--- config.mk ---
export PLATFORM = sky130hd
export DESIGN_NAME = rr_arbiter_4
export DESIGN_NICKNAME = d
export VERILOG_FILES = /design/src/rtl/rr_arbiter_4.sv
export SDC_FILE = /design/constraint.sdc
export NUM_CORES = 1
export LEC_CHECK = 0
export BUFFER_PORTS_ARGS = -buffer_cell sky130_fd_sc_hd__buf_2
export CELL_PAD_IN_SITES_DETAIL_PLACEMENT = 2
export CELL_PAD_IN_SITES_GLOBAL_PLACEMENT = 2
export CORE_MARGIN = 2
export CORE_UTILIZATION = 37
export CTS_BUF_LIST = sky130_fd_sc_hd__clkbuf_4 sky130_fd_sc_hd__clkbuf_8
export CTS_CLUSTER_DIAMETER = 50
export CTS_CLUSTER_SIZE = 20
export DETAILED_ROUTE_END_ITERATION = 6
export PLACE_DENSITY = 0.86
export SLEW_MARGIN = 10
export SYNTH_ARGS = -nofsm -noshare
export SYNTH_HDL_FRONTEND = slang
export SYNTH_SLANG_ARGS = --single-unit
--- constraint.sdc ---
create_clock -name clk -period 4.1 [get_ports clk]
set_input_delay 0.205 -clock clk [delete_from_list [all_inputs] [get_ports clk]]
set_output_delay 0.205 -clock clk [all_outputs]
set_load 0.01 [all_outputs]
--- src/rtl/rr_arbiter_4.sv ---
// Four-way round-robin arbiter with a registered one-hot grant, a binary grant index and a maximum hold time.
// A released grant is always followed by one idle cycle, and the search pointer then moves past the last owner.
module rr_arbiter_4 #(
    parameter int MAX_HOLD = 16
) (
    input  logic       clk,
    input  logic       rst,
    input  logic [3:0] req,
    input  logic       done,
    output logic [3:0] grant,
    output logic [1:0] grant_id,
    output logic       busy,
    output logic       timeout
);

    localparam int CW = $clog2(MAX_HOLD + 1);
    localparam logic [CW-1:0] HOLD_LIMIT = CW'(MAX_HOLD);

    typedef enum logic {
        S_IDLE,
        S_GRANT
    } state_t;

    state_t          r_state;
    state_t          w_state_nxt;
    logic [1:0]      r_ptr;
    logic [1:0]      w_ptr_nxt;
    logic [CW-1:0]   r_hold_cnt;
    logic [CW-1:0]   w_hold_nxt;
    logic [3:0]      r_grant;
    logic [3:0]      w_grant_nxt;
    logic [1:0]      r_grant_id;
    logic [1:0]      w_grant_id_nxt;
    logic            r_busy;
    logic            w_busy_nxt;
    logic            r_timeout;
    logic            w_timeout_nxt;

    logic [2:0]      w_win;
    logic            w_rel_done;
    logic            w_rel_drop;
    logic            w_rel_hold;

    // Returns {found, index}; walking offsets downward lets the lowest offset from p win.
    function automatic logic [2:0] pick_winner(input logic [3:0] r, input logic [1:0] p);
        logic [2:0] res;
        logic [1:0] c;
        res = 3'b000;
        for (int k = 3; k >= 0; k--) begin
            c = p + 2'(k);
            if (r[c]) res = {1'b1, c};
        end
        return res;
    endfunction

    assign w_win      = pick_winner(req, r_ptr);
    assign w_rel_done = done;
    assign w_rel_drop = ~req[r_grant_id];
    assign w_rel_hold = (r_hold_cnt == HOLD_LIMIT);

    always_comb begin
        w_state_nxt    = r_state;
        w_ptr_nxt      = r_ptr;
        w_hold_nxt     = r_hold_cnt;
        w_grant_nxt    = r_grant;
        w_grant_id_nxt = r_grant_id;
        w_busy_nxt     = r_busy;
        w_timeout_nxt  = 1'b0;
        case (r_state)
            S_IDLE: begin
                if (w_win[2]) begin
                    w_state_nxt    = S_GRANT;
                    w_grant_nxt    = 4'b0001 << w_win[1:0];
                    w_grant_id_nxt = w_win[1:0];
                    w_busy_nxt     = 1'b1;
                    w_hold_nxt     = CW'(1);
                end
            end
            S_GRANT: begin
                if (w_rel_done || w_rel_drop || w_rel_hold) begin
                    w_state_nxt    = S_IDLE;
                    w_grant_nxt    = 4'b0000;
                    w_grant_id_nxt = 2'b00;
                    w_busy_nxt     = 1'b0;
                    w_ptr_nxt      = r_grant_id + 2'd1;
                    w_hold_nxt     = '0;
                    // Flag the hold limit only when it is the sole reason for release.
                    w_timeout_nxt  = w_rel_hold && !w_rel_done && !w_rel_drop;
                end else begin
                    w_hold_nxt = r_hold_cnt + CW'(1);
                end
            end
            default: begin
                w_state_nxt = S_IDLE;
            end
        endcase
    end

    always_ff @(posedge clk) begin
        if (rst) begin
            r_state    <= S_IDLE;
            r_ptr      <= 2'b00;
            r_hold_cnt <= '0;
            r_grant    <= 4'b0000;
            r_grant_id <= 2'b00;
            r_busy     <= 1'b0;
            r_timeout  <= 1'b0;
        end else begin
            r_state    <= w_state_nxt;
            r_ptr      <= w_ptr_nxt;
            r_hold_cnt <= w_hold_nxt;
            r_grant    <= w_grant_nxt;
            r_grant_id <= w_grant_id_nxt;
            r_busy     <= w_busy_nxt;
            r_timeout  <= w_timeout_nxt;
        end
    end

    assign grant    = r_grant;
    assign grant_id = r_grant_id;
    assign busy     = r_busy;
    assign timeout  = r_timeout;

endmodule

==> run_results.csv <==
group,metric,value,unit
setup_path,worstSetupStartpointType,"flip-flop",
sta,setup_tns,0,ps
sta,finalCritPeriodShare,0.485,
synthesis,syn_area,905,um2
clocking,root_buffer,"clkbuf_4",
synthesis,synth_edf_count,0,
clocking,path_clk_slew,100,ps
place,dp_hpwl,2000,um
status,status,"finished clean",
sta,setup_viol,0,
synthesis,synth_top_flop_cell,"dfxtp_1",
detailed_routing,vias,843,
sta,tightest_slew,949,ps
setup_path,critPathSlowestCell,"nor3_1",
global_route,met1_usage,0.239,
layout,num_antenna_cells,0,
setup_path,crit_required,4300,ps
synthesis,yosys.area_share.simple,0.206,
sta,clock.fmax,503,MHz
sta,fin_crit,1990,ps
synthesis,ys_types,49,
place,dpl.cell_count,134,
global_route,grt_max_degree,14,
global_route,grt_pass1_vias,897,
synthesis,synth_fa_ha_area_frac,0.0277,
sta,setup_ws,2110,ps
global_route,overflow,0,
synthesis,syn_area_per_cell,9.23,um2
power_and_ir_drop,vdd_drop_max,0.000186,V
place,dp_slack,2150,ps
die,rows,17,
synthesis,synth_fp_nets,107,
detailed_routing,via_per_inst,6.11,
layout,layout.cells.non_filler,138,
synthesis,yosysTopAreaCell,"dfxtp_1",
setup_path,crit_type,"flip-flop to flip-flop",
sta,finalClockSkew,3.85,ps
clocking,clockBufferDepth,2,
sta,drv_slew,0,
place,place_area,978,um2
detailed_routing,firstDrtPassIters,3,
synthesis,synthMuxAreaShare,0.0360,
die,die_area,0.00286,mm2
setup_path,max_stage_delay,720,ps
global_route,antenna_found_initial,0,
synthesis,synth_seq_cells,16,
place,place.port_buffers,14,
layout,drive_above_1_share,0.218,
power_and_ir_drop,powerDensity,348,mW/mm2
synthesis,yosysTopAreaCellShare,0.354,
setup_path,end_kind,"flip-flop",
detailed_routing,postRouteWirelength,2620,um
sta,hold_viol,0,
sta,whs,233,ps
detailed_routing,drc_errors,0,
synthesis,ys_seq_area_frac,0.354,
die,die_width,53.4,um
min_path,hold_class,"input port to flip-flop",
place,globalplace.congestion,0.700,
clocking,clkLatencyLatePin,290,ps
layout,area_growth,12.2,%
die,start_util,0.401,
clocking,numCtsBuffers,3,
clocking,cts_tree,"yes",
global_route,grt_first_pass_wirelength,4390,um
power_and_ir_drop,p_leak,0.000418,uW
run,maxCapViolations,0,
sta,rsz0062_at_grt,"false",
clocking,cts_setup_buffers,0,
global_route,top_usage_layer,"met2",
global_route,grt_util_met3,0.0508,
die,ios,15,
sta,slew_headroom,0.363,
detailed_routing,wl_per_cell,19.0,um
clocking,ctsResizeCount,0,
setup_path,path_cells,"inv_1, ha_1, nand2_1, nor3_1, o21ai_1, a211oi_1",
layout,final_cell_area,0.00101,mm2
global_route,grtUsageMet2,0.436,
detailed_routing,ant_nets,0,
synthesis,yosys-top-cells-area,"dfxtp_1, a32o_1, ha_1",
synthesis,netlist_instances,98,
synthesis,synthXorXnorAreaFrac,0.00968,
clocking,cts_hold_buf,0,
synthesis,synth-compound-area-share,0.307,
setup_path,cp.arrival,2190,ps
detailed_routing,drtIter0Drc,8,
clocking,clkSinkCount,16,
global_route,track_usage,0.223,
clocking,h-tree-depth,1,
synthesis,synth_top_family_by_area,"compound AO/OA/AOI/OAI gates",
synthesis,yosys_warnings,0,
layout,final_cell_mix,"dfxtp_1, buf_2, inv_1",
synthesis,postSynth.asyncResetShare,0,
die,core_area,0.00225,mm2
layout,num-nets-final,120,
layout,final_common_cell,"dfxtp_1",
setup_path,cp_max_fo,6,
die,die_h,53.4,um
## worst paths after layout
path | start | to | slack, ps | depth (start not counted)
worst max-delay path | r_hold_cnt[0]$_SDFFE_PP0P_ | r_ptr[1]$_SDFFE_PP0P_ | 2110 | 6
worst min-delay path | rst | r_hold_cnt[0]$_SDFFE_PP0P_ | 230 | 2
worst max register to register | r_hold_cnt[0]$_SDFFE_PP0P_ | r_ptr[1]$_SDFFE_PP0P_ | 2110 | 6
worst min register to register | grant[2]$_SDFFE_PP0P_ | grant[2]$_SDFFE_PP0P_ | 470 | 1
## worst max-delay path, delay by kind of cell (launching register included)
family          cells  cell delay [ps]
simple gates        2              780
buf+inv             1               70
flops               1              370
fa+ha+maj           1              180
compound gates      2              490
## cells by family (layout without fill, tap and decap cells)
| kind of cell | Yosys count | after routing |
|---|---|---|
| AO/OA/AOI/OAI | 34 | 34 |
| XOR/XNOR | 1 | 1 |
| adder cells (fa/ha/maj) | 2 | 2 |
| buffers and inverters | 12 | 24 |
| flip-flops | 16 | 16 |
| AND/OR/NAND/NOR | 30 | 30 |
| multiplexers | 3 | 3 |
## registers in the layout, indices dropped and copies added (netlist names)
name,cells
r_state,1
busy,1
grant_id,2
timeout,1
r_ptr,2
r_hold_cnt,5
grant,4
## power breakdown
group          switching (uW)  leakage [uW]  internal, uW
Sequential               12.3      0.000131           165
Combinational            40.2      0.000266          28.5
Clock                    52.8     0.0000210          54.1
## synth_stat cells, types with 2 or more instances
library cell,count
o21ai_1,2
nand3_1,2
or4_1,2
clkbuf_1,4
o221ai_1,2
dfxtp_1,16
nor4_1,2
nor3_1,4
inv_1,6
a211oi_1,3
a32o_1,3
nor2b_1,2
ha_1,2
a21oi_1,4
a21o_1,2
nor2_1,3
nand2_1,4
nand2b_1,2
a31oi_1,3
## per-layer routing
layer	wire length, um	vias to the layer above	part of all wire
li1	-	408	-
met2	1440	12	0.55
met1	1090	421	0.42
met3	74	2	0.028
met5	0	-	0
met4	14	0	0.0053
## stage by stage
| step | power (uW) | utilization |
|---|---|---|
| final | 353 | 0.450 |
| after global routing | 376 | 0.450 |
| after CTS | 358 | 0.450 |
| after detailed placement | 251 | 0.434 |
| after global placement | 247 | 0.434 |
| after floorplan | 228 | - |
## cell type report
class                      instances  area (um2)
fill                             275        1240
multi-input combinational         70         531
sequential                        16         320
timing repair buffer              14        70.1
clock buffer                       4        36.3
tap                               28        35.0
inverter                           6        22.5
(Power assumes the default switching activity.)
